<file path="src/rtl/leg_pkg.sv">
// Shared constants and types for the LEG execute stage: opcodes, register
// indices and the RUN/FLUSH state encoding.
package leg_pkg;

  localparam int XLEN = 8;

  localparam logic [2:0] IO_REG = 3'd7;

  localparam logic [5:0] OP_ADD = 6'd0;
  localparam logic [5:0] OP_SUB = 6'd1;
  localparam logic [5:0] OP_AND = 6'd2;
  localparam logic [5:0] OP_OR  = 6'd3;
  localparam logic [5:0] OP_NOT = 6'd4;
  localparam logic [5:0] OP_XOR = 6'd5;

  localparam logic [5:0] OP_EQ  = 6'd32;
  localparam logic [5:0] OP_NE  = 6'd33;
  localparam logic [5:0] OP_LT  = 6'd34;
  localparam logic [5:0] OP_LE  = 6'd35;
  localparam logic [5:0] OP_GT  = 6'd36;
  localparam logic [5:0] OP_GE  = 6'd37;

  typedef enum logic {
    ST_RUN   = 1'b0,
    ST_FLUSH = 1'b1
  } state_e;

  function automatic logic is_alu_op(input logic [5:0] op);
    return op <= OP_XOR;
  endfunction

endpackage

</file>
<file path="src/rtl/leg_alu.sv">
// Combinational ALU + unsigned comparator. Produces a register-write result
// for ALU ops and a jump-taken flag for compare ops; anything else is a NOP.
module leg_alu
  import leg_pkg::*;
(
  input  logic [5:0]      op,
  input  logic [XLEN-1:0] opa,
  input  logic [XLEN-1:0] opb,
  output logic [XLEN-1:0] result,
  output logic            wr_en,
  output logic            jump
);

  always_comb begin
    result = '0;
    wr_en  = is_alu_op(op);
    jump   = 1'b0;
    case (op)
      OP_ADD:  result = opa + opb;
      OP_SUB:  result = opa - opb;
      OP_AND:  result = opa & opb;
      OP_OR:   result = opa | opb;
      OP_NOT:  result = ~opa;
      OP_XOR:  result = opa ^ opb;
      OP_EQ:   jump = (opa == opb);
      OP_NE:   jump = (opa != opb);
      OP_LT:   jump = (opa <  opb);
      OP_LE:   jump = (opa <= opb);
      OP_GT:   jump = (opa >  opb);
      OP_GE:   jump = (opa >= opb);
      default: ;
    endcase
  end

endmodule

</file>
<file path="src/rtl/leg_exec.sv">
// LEG execute stage: operand fetch from R0-R6/io_in, ALU/compare via leg_alu,
// register/io writeback, and a RUN/FLUSH FSM that drops fetched instructions
// for FLUSH_CYCLES cycles after a taken jump.
module leg_exec
  import leg_pkg::*;
#(
  parameter int FLUSH_CYCLES = 2
) (
  input  logic       clk,
  input  logic       rst,
  input  logic       instr_valid,
  input  logic [7:0] dir,
  input  logic [7:0] data_a,
  input  logic [7:0] data_b,
  input  logic [7:0] address,
  input  logic [7:0] io_in,
  output logic       skip,
  output logic [7:0] skip_data,
  output logic [7:0] io_out,
  output logic       io_out_valid
);

  localparam bit HAS_FLUSH = (FLUSH_CYCLES > 0);
  localparam int CNT_W     = (FLUSH_CYCLES > 1) ? $clog2(FLUSH_CYCLES) : 1;
  localparam logic [CNT_W-1:0] CNT_LOAD = CNT_W'(HAS_FLUSH ? FLUSH_CYCLES - 1 : 0);

  // Slot 7 is never written: index 7 always decodes to the I/O port.
  logic [XLEN-1:0] regs [0:7];

  state_e           state_q, state_d;
  logic [CNT_W-1:0] cnt_q;

  logic [XLEN-1:0] opa, opb, result;
  logic            alu_wr, alu_jump;
  logic            accept, take, wr_io, wr_reg;
  logic [2:0]      dst;

  // Operand select: immediate, register, or io_in for index 7.
  always_comb begin
    if (dir[7])                     opa = data_a;
    else if (data_a[2:0] == IO_REG) opa = io_in;
    else                            opa = regs[data_a[2:0]];
    if (dir[6])                     opb = data_b;
    else if (data_b[2:0] == IO_REG) opb = io_in;
    else                            opb = regs[data_b[2:0]];
  end

  leg_alu u_alu (
    .op     (dir[5:0]),
    .opa    (opa),
    .opb    (opb),
    .result (result),
    .wr_en  (alu_wr),
    .jump   (alu_jump)
  );

  // FSM: state register
  always_ff @(posedge clk) begin
    if (rst) state_q <= ST_RUN;
    else     state_q <= state_d;
  end

  // FSM: next state
  always_comb begin
    state_d = state_q;
    case (state_q)
      ST_RUN:   if (take && HAS_FLUSH) state_d = ST_FLUSH;
      ST_FLUSH: if (cnt_q == '0)       state_d = ST_RUN;
      default:  state_d = ST_RUN;
    endcase
  end

  // FSM: outputs (per-cycle control strobes)
  always_comb begin
    dst    = address[2:0];
    accept = (state_q == ST_RUN) && instr_valid;
    take   = accept && alu_jump;
    wr_io  = accept && alu_wr && (dst == IO_REG);
    wr_reg = accept && alu_wr && (dst != IO_REG);
  end

  // Counter is loaded on the accepting edge so the skip cycle is the first
  // flushed cycle.
  always_ff @(posedge clk) begin
    if (rst)                                  cnt_q <= '0;
    else if (take)                            cnt_q <= CNT_LOAD;
    else if (state_q == ST_FLUSH && cnt_q != '0) cnt_q <= cnt_q - 1'b1;
  end

  always_ff @(posedge clk) begin
    if (rst) begin
      for (int i = 0; i < 8; i++) regs[i] <= '0;
      skip         <= 1'b0;
      skip_data    <= '0;
      io_out       <= '0;
      io_out_valid <= 1'b0;
    end else begin
      skip         <= take;
      io_out_valid <= wr_io;
      if (take)   skip_data   <= address;
      if (wr_io)  io_out      <= result;
      if (wr_reg) regs[dst]   <= result;
    end
  end

endmodule
</file>
<file path="config.mk">
export PLATFORM = sky130hd
export DESIGN_NAME = leg_exec
export DESIGN_NICKNAME = d
export VERILOG_FILES = /design/src/rtl/leg_pkg.sv /design/src/rtl/leg_alu.sv /design/src/rtl/leg_exec.sv
export SDC_FILE = /design/constraint.sdc
export NUM_CORES = 1
export LEC_CHECK = 0
export CORE_ASPECT_RATIO = 1.5
export CORE_MARGIN = 1
export CORE_UTILIZATION = 50
export CTS_CLUSTER_DIAMETER = 50
export CTS_CLUSTER_SIZE = 25
export DETAILED_ROUTE_END_ITERATION = 10
export PLACE_DENSITY = 0.71
export SETUP_SLACK_MARGIN = 0.05
export SLEW_MARGIN = 20
export SYNTH_ARGS = -nofsm -noshare
export SYNTH_HDL_FRONTEND = slang
export SYNTH_SLANG_ARGS = --single-unit
</file>
<file path="constraint.sdc">
create_clock -name clk -period 6 [get_ports clk]
set_input_delay 1.8 -clock clk [delete_from_list [all_inputs] [get_ports clk]]
set_output_delay 1.8 -clock clk [all_outputs]
set_load 0.01 [all_outputs]
</file>
Yosys cells after proc, flatten, opt, wreduce, memory -nomap -nowiden
Memories as Yosys holds them, arrays and structs flattened.
Cells that the tools add are included.

cells by class
  $add $sub $neg = 3
  $lt $le $gt $ge = 5
  equality and inequality tests = 17
  multiplexer cells = 19
  bitwise operators = 5
  reduce and logical (&&, ||, !) cells = 9

operator list
  kind                number
  $pmux 8 s6          1
  $mux 8              5
  $eq 6x6->1 const B  6
  $eq 6x2->1 const B  2
  $eq 6x3->1 const B  2
  $mux 1              10
  $eq 3x3->1 const B  3
  $add 8x8->8         1
  $and 8x8->8         1
  $eq 8x8->1          1
  $ge 8x8->1          1
  $gt 8x8->1          1
  $le 8x8->1          1
  $lt 8x8->1          1
  $ne 8x8->1          1
  $not 8->8           1
  $or 8x8->8          1
  $reduce_or 8->1     1
  $sub 8x8->8         1
  $xor 8x8->8         1
  $eq 6x1->1 const B  1
  $le 6x3->1 const B  1
  $logic_and 1x1->1   6
  $logic_not 6->1     1
  7 further kinds     7

word-level totals
  register bits = 20
  RAM bits = 64
  input port bits = 43
  word-level logic and storage cells = 65
  memories kept = 1

memory list
  name  depth  width  rd ports  clocked after Yosys merged registers in  write ports  RTL line        RTL
  regs  8      8      2         0                                        8            leg_exec.sv:28  logic [XLEN-1:0] regs [0:7];

Logic depth before layout (Yosys ltp)
  word-level depth = 9
  mapped depth = 14

Modules after synthesis
Synthesis repeated with hierarchy kept, for this count alone.

second synthesis, totals
  cells, all modules = 545
  area total of the unflattened synthesis = 5,285.1 sq um

modules (own cells, without submodules)
  module    times used  cells each  area each (sq um)
  leg_exec  1           353         4,040.1
  leg_alu   1           192         1,244.9

Worst setup path before layout
Ideal clock, no wire load.

  path type = input -> register
  start = input data_b[0]
  end = register skip_data[0]
  setup time = 0.073 ns
  data arrival time = 5.081 ns
  slack = 0.846 ns
  cell stages on the path = 12
  buffers on the path = 3
  path through = clkbuf_1 -> buf_2 -> mux4_2 -> mux2i_1 -> o21a_1 -> ha_1 -> buf_2 -> nor4_2 -> nand2_1 -> or3_1 -> a41oi_4 -> mux2i_1

between the ends
  word-level cells in the longest chain between the ends = 6

ends and longest elaborated chain
  element                                           RTL line         RTL
  from (decl)                                       leg_exec.sv:14   input logic [7:0] data_b,
  $mem_v2 8x8 / $eq 3x3->1 (equally long branches)  n/a
  $mux 8                                            leg_exec.sv:44   else if (data_b[2:0] == IO_REG) opb = io_in;
  $mux 8 *                                          leg_exec.sv:43   if (dir[6]) opb = data_b;
  $ge 8x8->1 (tied with other cells)                leg_alu.sv:30    OP_GE: jump = (opa >= opb);
  $pmux 1 s6 *                                      leg_alu.sv:18    case (op)
  $logic_and 1x1->1 *                               leg_exec.sv:77   take = accept && alu_jump;
  to (signal assigned)                              leg_exec.sv:100  if (take) skip_data <= address;
  to (decl)                                         leg_exec.sv:18   output logic [7:0] skip_data,

Every way passes the cells marked *; elsewhere a longest branch is shown, timed or not.
A chain may end at the register's enable or synchronous reset.

==> impl_metrics.py <==
metrics = {
    "yosys": {
        "postSynth.asyncResetShare_pct": 0,
        "netlist.top_cell.by_area": "sky130_fd_sc_hd__edfxtp_1",
        "sequential_fraction_of_the_synthesis_area_pct": 39.4,
        "yosysWarningCount": 0,
        "synth_seq_cells": 76,
        "number_of_flops_mapped_to_enable_cells_by_yosys": 56,
        "yosys.cell_types.count": 69,
        "syn-instance-count": 479,
        "syn_nets": 548,
        "synth_ff_type": "sky130_fd_sc_hd__edfxtp_1",
        "synth_largest_type_area_fraction_pct": 31.8,
        "synth_top_cells_by_area": "sky130_fd_sc_hd__edfxtp_1, sky130_fd_sc_hd__mux4_2, sky130_fd_sc_hd__dfxtp_1",
        "netlist_area_before_placement_mm2": 0.00528,
        "post_synth.cell_area_avg_um2": 11.0,
    },
    "grt": {
        "grt_remaining_overflow": 0,
        "grtUsageTotal_pct": 25.4,
        "global_route_wire_length_before_repair_um": 21100,
        "grt_antenna_before_repair": 0,
        "grt_start_max_net_pins": 36,
        "vias_in_the_first_global_route": 4317,
    },
    "clock_tree": {
        "clock_tree.htree_level_count": 3,
        "worst_skew_pair.late_latency_ns": 0.33,
        "cts_tree": "built",
        "number_of_clock_sinks": 76,
        "ctsRootBufferMaster": "sky130_fd_sc_hd__clkbuf_16",
        "clock_pin_slew_of_the_registers_on_the_worst_case_setup_and_hold_paths_ns": 0.06,
        "hold_bufs_inserted_after_cts": 0,
        "cts-root-to-sink-buffers": 2,
        "cts_post_setup_buffers_inserted": 0,
        "ctsResizeCount": 0,
        "cts_buffers": 9,
    },
    "sta": {
        "worstMarginPinSlew_ns": 1.00,
        "layout_min_cycle_time_ns": 5.54,
        "finalWorstSetupSlack_ns": 0.456,
        "final-setup-viol-count": 0,
        "final.setup_skew_ns": 0.00575,
        "setup_repair_after_global_routing_missed_its_margin": "no",
        "holdWs_ns": 0.454,
        "finalCritPeriodShare_pct": 92.4,
        "timing.final.max_slew_violations": 0,
        "hold_fails_final_rpt": 0,
        "max_slew_margin_pct": 33.1,
        "highest_achievable_clock_rate_mhz": 180,
        "final.setup.tns_ns": 0,
    },
    "die": {
        "floorplan.die.width_um": 85.9,
        "rows": 45,
        "floorplan.initialDensity_pct": 51.8,
        "design.core.area_mm2": 0.0102,
        "io-pin-count": 61,
        "die_h_um": 128,
        "die_area_mm2": 0.0110,
    },
    "routing": {
        "antenna_left": 0,
        "routed_wire_length_per_instance_um": 19.6,
        "dr.first_iter.drc_count": 234,
        "route.vias.total": 4105,
        "route.final.wire_length_um": 13400,
        "avgViaCountPerCell": 6.01,
        "drt_drc_violations_left": 0,
        "detailedRoute.firstPassIterationCount": 5,
    },
    "placement": {
        "place_ws_ns": 0.203,
        "place.gp.congestion": 0.946,
        "placed_cells": 667,
        "dp_hpwl_um": 10500,
        "io_buffer_count": 60,
    },
    "setup_path": {
        "required_time_at_the_worst_slack_endpoint_ns": 6.05,
        "crit_fanout": 16,
        "path_class": "input port to flop",
        "critPathArrivalTime_ns": 5.59,
        "critical_path.endpoint_type": "flop",
        "critical_path.startpoint_type": "input port",
    },
    "cells_and_area": {
        "final_net_count": 606,
        "finalNonFillerCells": 683,
        "layout_common_cells": "sky130_fd_sc_hd__nor2_1, sky130_fd_sc_hd__clkdlybuf4s50_1, sky130_fd_sc_hd__edfxtp_1, sky130_fd_sc_hd__nand2_1, sky130_fd_sc_hd__nand2b_1",
        "insertedDiodeCount": 0,
        "fillers": 816,
        "post_route_cells_drive_above_1_share_pct": 15.5,
        "commonest_non_fill_non_tap_cell_in_the_layout": "sky130_fd_sc_hd__nor2_1",
        "area_added_between_synthesis_and_finish_pct": 21.0,
    },
    "power": {
        "pwr_density_cell_mw_per_mm2": 228,
        "ir_drop_worst_case_vdd_v": 0.000346,
        "static-leakage-power_nw": 2.33,
    },
    "hold_path": {
        "hold_crit_class": "flop to flop",
    },
    "flow_run": {
        "cap_violations": 0,
    },
    "status": {
        "status": "complete, no violations",
    },
}
[through the flow]
stage               util [%]  area [um2]  power (mW)
global placement        59.5        6060       0.895
CTS                     62.7        6390        1.46
detailed placement      59.5        6060       0.903
floorplan                  -        5280       0.801
finish                  62.7        6390        1.46
global route            62.7        6390        1.51
[cell type report]
cell class                 count  area, um2  area share, %
tap                          141        176           2.76
sequential                    76       2080           32.6
timing repair buffer          75        738           11.6
clock buffer                  13        303           4.74
multi-input combinational    349       2970           46.5
inverter                      26       97.6           1.53
clock inverter                 3       22.5          0.353
[synth_stat cells, types with 2 or more instances]
master                      count
sky130_fd_sc_hd__ha_1          24
sky130_fd_sc_hd__or3_1          3
sky130_fd_sc_hd__o211ai_1       3
sky130_fd_sc_hd__o21ai_0        5
sky130_fd_sc_hd__mux4_2        27
sky130_fd_sc_hd__nor4_1         2
sky130_fd_sc_hd__dfxtp_1       20
sky130_fd_sc_hd__a211o_1        2
sky130_fd_sc_hd__a21o_1         5
sky130_fd_sc_hd__and3_1         2
sky130_fd_sc_hd__mux2i_1       18
sky130_fd_sc_hd__o21bai_1       3
sky130_fd_sc_hd__nor3_1         5
sky130_fd_sc_hd__nor2_1        81
sky130_fd_sc_hd__a211oi_4       2
sky130_fd_sc_hd__nand4_1        2
sky130_fd_sc_hd__inv_2          3
sky130_fd_sc_hd__o21a_1        11
sky130_fd_sc_hd__xnor2_1        2
sky130_fd_sc_hd__inv_1         23
sky130_fd_sc_hd__edfxtp_1      56
sky130_fd_sc_hd__a211oi_2       4
sky130_fd_sc_hd__o221ai_1       3
sky130_fd_sc_hd__a211oi_1       7
sky130_fd_sc_hd__buf_2         10
sky130_fd_sc_hd__nand3_1        5
sky130_fd_sc_hd__or4_1          2
sky130_fd_sc_hd__a221o_1        4
sky130_fd_sc_hd__a21oi_1       16
sky130_fd_sc_hd__clkbuf_1      15
sky130_fd_sc_hd__nor3b_1        4
sky130_fd_sc_hd__nor2b_1        6
sky130_fd_sc_hd__mux2_2         4
sky130_fd_sc_hd__buf_6          2
sky130_fd_sc_hd__mux4_1         6
sky130_fd_sc_hd__fa_1           2
sky130_fd_sc_hd__nand2b_1      28
sky130_fd_sc_hd__nand2_1       30
sky130_fd_sc_hd__a2bb2oi_1      2
[logic make-up after synthesis]
kind of cell,Yosys count,synth area share [%]
XOR/XNOR,3,0.498
flip-flops,76,39.4
adder cells (fa/ha/maj),26,6.44
AND/OR/NAND/NOR,181,17.1
multiplexers,56,19.0
buffers and inverters,54,4.36
AO/OA/AOI/OAI,83,13.1
[layer usage]
layer,wire length (um),up-vias,GRT usage (%)
met4,568,0,13.3
met1,5090,2012,28.2
li1,-,1892,-
met2,7140,159,46.7
met3,594,42,3.28
met5,0,-,0
[where the power goes]
group          switching [mW]  internal [mW]  leakage, nW  total, mW
clock                   0.207          0.354        0.159      0.561
combinational           0.168          0.141         1.43      0.309
sequential            0.00857          0.577        0.738      0.586
[flip-flops by register name, summed over array words and instances, names as in the netlist]
register	flops
regs	56
io_out	8
skip_data	8
cnt_q	1
io_out_valid	1
skip	1
state_q	1
[worst paths after layout]
path / from / end / slack [ns] / depth (start not counted)
min reg2reg: cnt_q / state_q / 0.45 / 2
max: data_a[0] / regs[0][6] / 0.46 / 13
min: cnt_q / state_q / 0.45 / 2
max reg2reg: regs[3][0] / regs[0][6] / 2.24 / 12
[worst max-delay path: stages]
cell and delay [ns]:
sky130_fd_sc_hd__clkdlybuf4s50_1 0.50, sky130_fd_sc_hd__buf_12 0.18, sky130_fd_sc_hd__mux4_1 0.56, sky130_fd_sc_hd__o21a_1 0.19
sky130_fd_sc_hd__a21oi_1 0.26, sky130_fd_sc_hd__inv_1 0.19, sky130_fd_sc_hd__fa_1 0.51, sky130_fd_sc_hd__a21o_1 0.20
sky130_fd_sc_hd__a21oi_1 0.28, sky130_fd_sc_hd__o31ai_1 0.14, sky130_fd_sc_hd__mux2i_1 0.17, sky130_fd_sc_hd__a211oi_4 0.48
sky130_fd_sc_hd__nor2_1 0.12
(Power assumes the default switching activity.)
==> patch (config.mk and constraints unchanged) <==
`FLUSH_CYCLES`: 2 -> 8.
--- a/src/rtl/leg_exec.sv
+++ b/src/rtl/leg_exec.sv
@@ -4,7 +4,7 @@
 module leg_exec
   import leg_pkg::*;
 #(
-  parameter int FLUSH_CYCLES = 2
+  parameter int FLUSH_CYCLES = 8
 ) (
   input  logic       clk,
   input  logic       rst,
Formal check against the unedited RTL: not equivalent (Yosys sat finds a counterexample within 10 cycles, from zero or initial values and one cycle with rst high).
==> patch against the unedited design <==
Utilization rose by 0.23 points. Clock skew up 0.00051 ns. Synthesized area rose by 0.57%. Design area rose by 0.92%. Largest power group unchanged. Wire length up 3.0%. Sequential share of layout area grew 0.32 points. Sequential cell count is 2 higher. Power down 3.3%. Setup slack worse by 0.11 ns.
==> patch: results (changes against the unedited design) <==
Reg2Reg Launch Point - regs[5][0]$_SDFFCE_PN0P_ (was regs[3][0]$_SDFFCE_PN0P_)
Crit-path slowest cell - clkdlybuf4s50_1 (was mux4_1)
Clock transition at path regs - 0.06 ns (about the same)
Largest cells by area after synthesis - edfxtp_1 32%, mux4_2 14%, dfxtp_1 8.3%, ha_1 6.1%, nor2_1 5.4% (was edfxtp_1 32%, mux4_2 12%, dfxtp_1 7.6%, nor2_1 5.8%, ha_1 5.7%)
Fin Hold WS - 0.4656 ns (was 0.4540 ns)
Top cells by count, synth - 76 x nor2_1, 56 x edfxtp_1, 33 x inv_1, 32 x mux4_2, 29 x a21oi_1 (was 81 x nor2_1, 56 x edfxtp_1, 30 x nand2_1, 28 x nand2b_1, 27 x mux4_2)
Clock buffer depth - 2 (unchanged)
Syn Nets - 568 (was 548)
Post-synth cell types - 59 (was 69)
Top Family by Delay on Critical Path - buffers and inverters (was compound AO/OA/AOI/OAI gates)
Worst Hold Launch - skip_data[3]$_SDFFE_PP0P_ (was cnt_q$_SDFFE_PP0P_)
Largest net degree at the start of global routing - 40 (was 36)
CP arrival - 5.71 ns (was 5.59 ns)
Worst-Margin Slew - 0.8744 ns (was 1.000 ns)
DR WL/cell - 19.38 microns (was 19.61 microns)
Worst R2R Setup Slack - 2.31 ns (was 2.24 ns)
Fraction of registers with async set/reset - 0 (unchanged)
Int Power - 1.029 mW (was 1.072 mW)
Worst Skew - 0.006254 ns (was 0.005746 ns)
Clk Latency, worst-skew pair - 0.33 ns (about the same)
Leak - 2.379 nW (was 2.329 nW)
Final layout net count - 637 (was 606)
Number of buffers created by CTS - 9 (unchanged)
Share of cells above drive strength 1 - 0.1559 (was 0.1550)
Peak VDD IR - 0.0001995 V (was 0.0003463 V)
Hold Path End - skip_data[3]$_SDFFE_PP0P_ (was state_q$_SDFF_PP0_)
Gr usage total - 0.2602 (was 0.2542)
Status - finished clean (unchanged)
Sequential share of the synthesized area - 0.3995 (was 0.3942)
Crit-path max FO - 8 (was 16)
Routability cong. - 0.9179 (was 0.9458)
Dpl ws - -0.02944 ns (was 0.2031 ns)
1st-iter DRT viols - 261 (was 234)
Initial antenna violation count - 0 (unchanged)
Vias per cell - 6.051 (was 6.010)
Vias in the first global route - 4313 (was 4317)
Reg2reg end - regs[3][4]$_SDFFCE_PN0P_ (was regs[0][6]$_SDFFCE_PN0P_)
Worst r2r path cells - 13 (was 12)
Main synth FF type - edfxtp_1 (unchanged)
Final HPWL DP - 10580 microns (was 10510 microns)
First-pass GRT wire length - 21710 microns (was 21090 microns)
Max incr delay on CP - 0.81 ns (was 0.56 ns)
-- patch: cell count changes after synthesis, sizes merged, moves of 4 or more --
cell | before | now
a21oi | 17 | 29
inv | 26 | 33
o21ai | 5 | 11
nor2 | 81 | 76
nor3 | 6 | 11
a221o | 4 | 0
a221oi | 2 | 6
nor4 | 4 | 0
-- patch: power groups by stage --
stage	registers, mW	clock network, mW	logic [mW]
global placement	0.608	0	0.312
floorplan	0.606	0	0.209
CTS	0.598	0.486	0.320
finish	0.599	0.486	0.323
detailed placement	0.610	0	0.318
global route	0.600	0.506	0.349
-- patch: tightest hold or removal path, delay by kind of cell, from the launching register on --
family        cells  cell delay [ns]
flops             1             0.30
mux               1             0.05
simple gates      1             0.06
-- patch: logic make-up after synthesis --
group,after synthesis,share of synthesized area
buffers and inverters,58,0.04499
XOR/XNOR,4,0.006595
AO/OA/AOI/OAI,100,0.1373
AND/OR/NAND/NOR,174,0.1625
flip-flops,78,0.3995
multiplexers,55,0.1802
adder cells (fa/ha/maj),28,0.06879
-- patch: worst max-delay path by stage --
stage | end | slack (ns) | from | depth (start not counted)
3_3_place_gp | skip_data[3]$_SDFFE_PP0P_ | 0.09 | data_a[0] | 13
2_1_floorplan | skip_data[0]$_SDFFE_PP0P_ | 0.58 | data_b[0] | 12
3_5_place_dp | regs[6][4]$_SDFFCE_PN0P_ | -0.03 | data_a[0] | 13
6_report | regs[3][4]$_SDFFCE_PN0P_ | 0.35 | data_a[0] | 13
4_1_cts | skip_data[5]$_SDFFE_PP0P_ | 0.30 | data_a[0] | 13
5_1_grt | regs[0][4]$_SDFFCE_PN0P_ | 0.11 | data_a[0] | 13
-- patch: routing by layer --
metal | share of wire | global-route usage
met1 | 0.38 | 0.2956
met2 | 0.53 | 0.4748
met3 | 0.050 | 0.02833
met4 | 0.038 | 0.1343
met5 | 0 | 0
-- patch: layout make-up --
class	count	area, sq um
Clock inverter	2	10.01
Tap cell	141	176.4
Multi-Input combinational cell	361	2950
Sequential cell	78	2122
Fill cell	850	3800
Inverter	33	123.9
Clock buffer	14	254.0
Timing Repair Buffer	83	810.8
-- patch: stage by stage --
stage | TNS [ns] | std cells | utilization | power (mW) | area, sq um
3_5_place_dp | -0.2341 | 696 | 0.6034 | 0.9276 | 6183
2_1_floorplan | 0 | 497 | - | 0.8147 | 5311
5_1_grt | 0 | 712 | 0.6292 | 1.455 | 6447
6_report | 0 | 712 | 0.6292 | 1.408 | 6447
3_3_place_gp | 0 | 696 | 0.6034 | 0.9198 | 6183
4_1_cts | 0 | 712 | 0.6292 | 1.405 | 6447
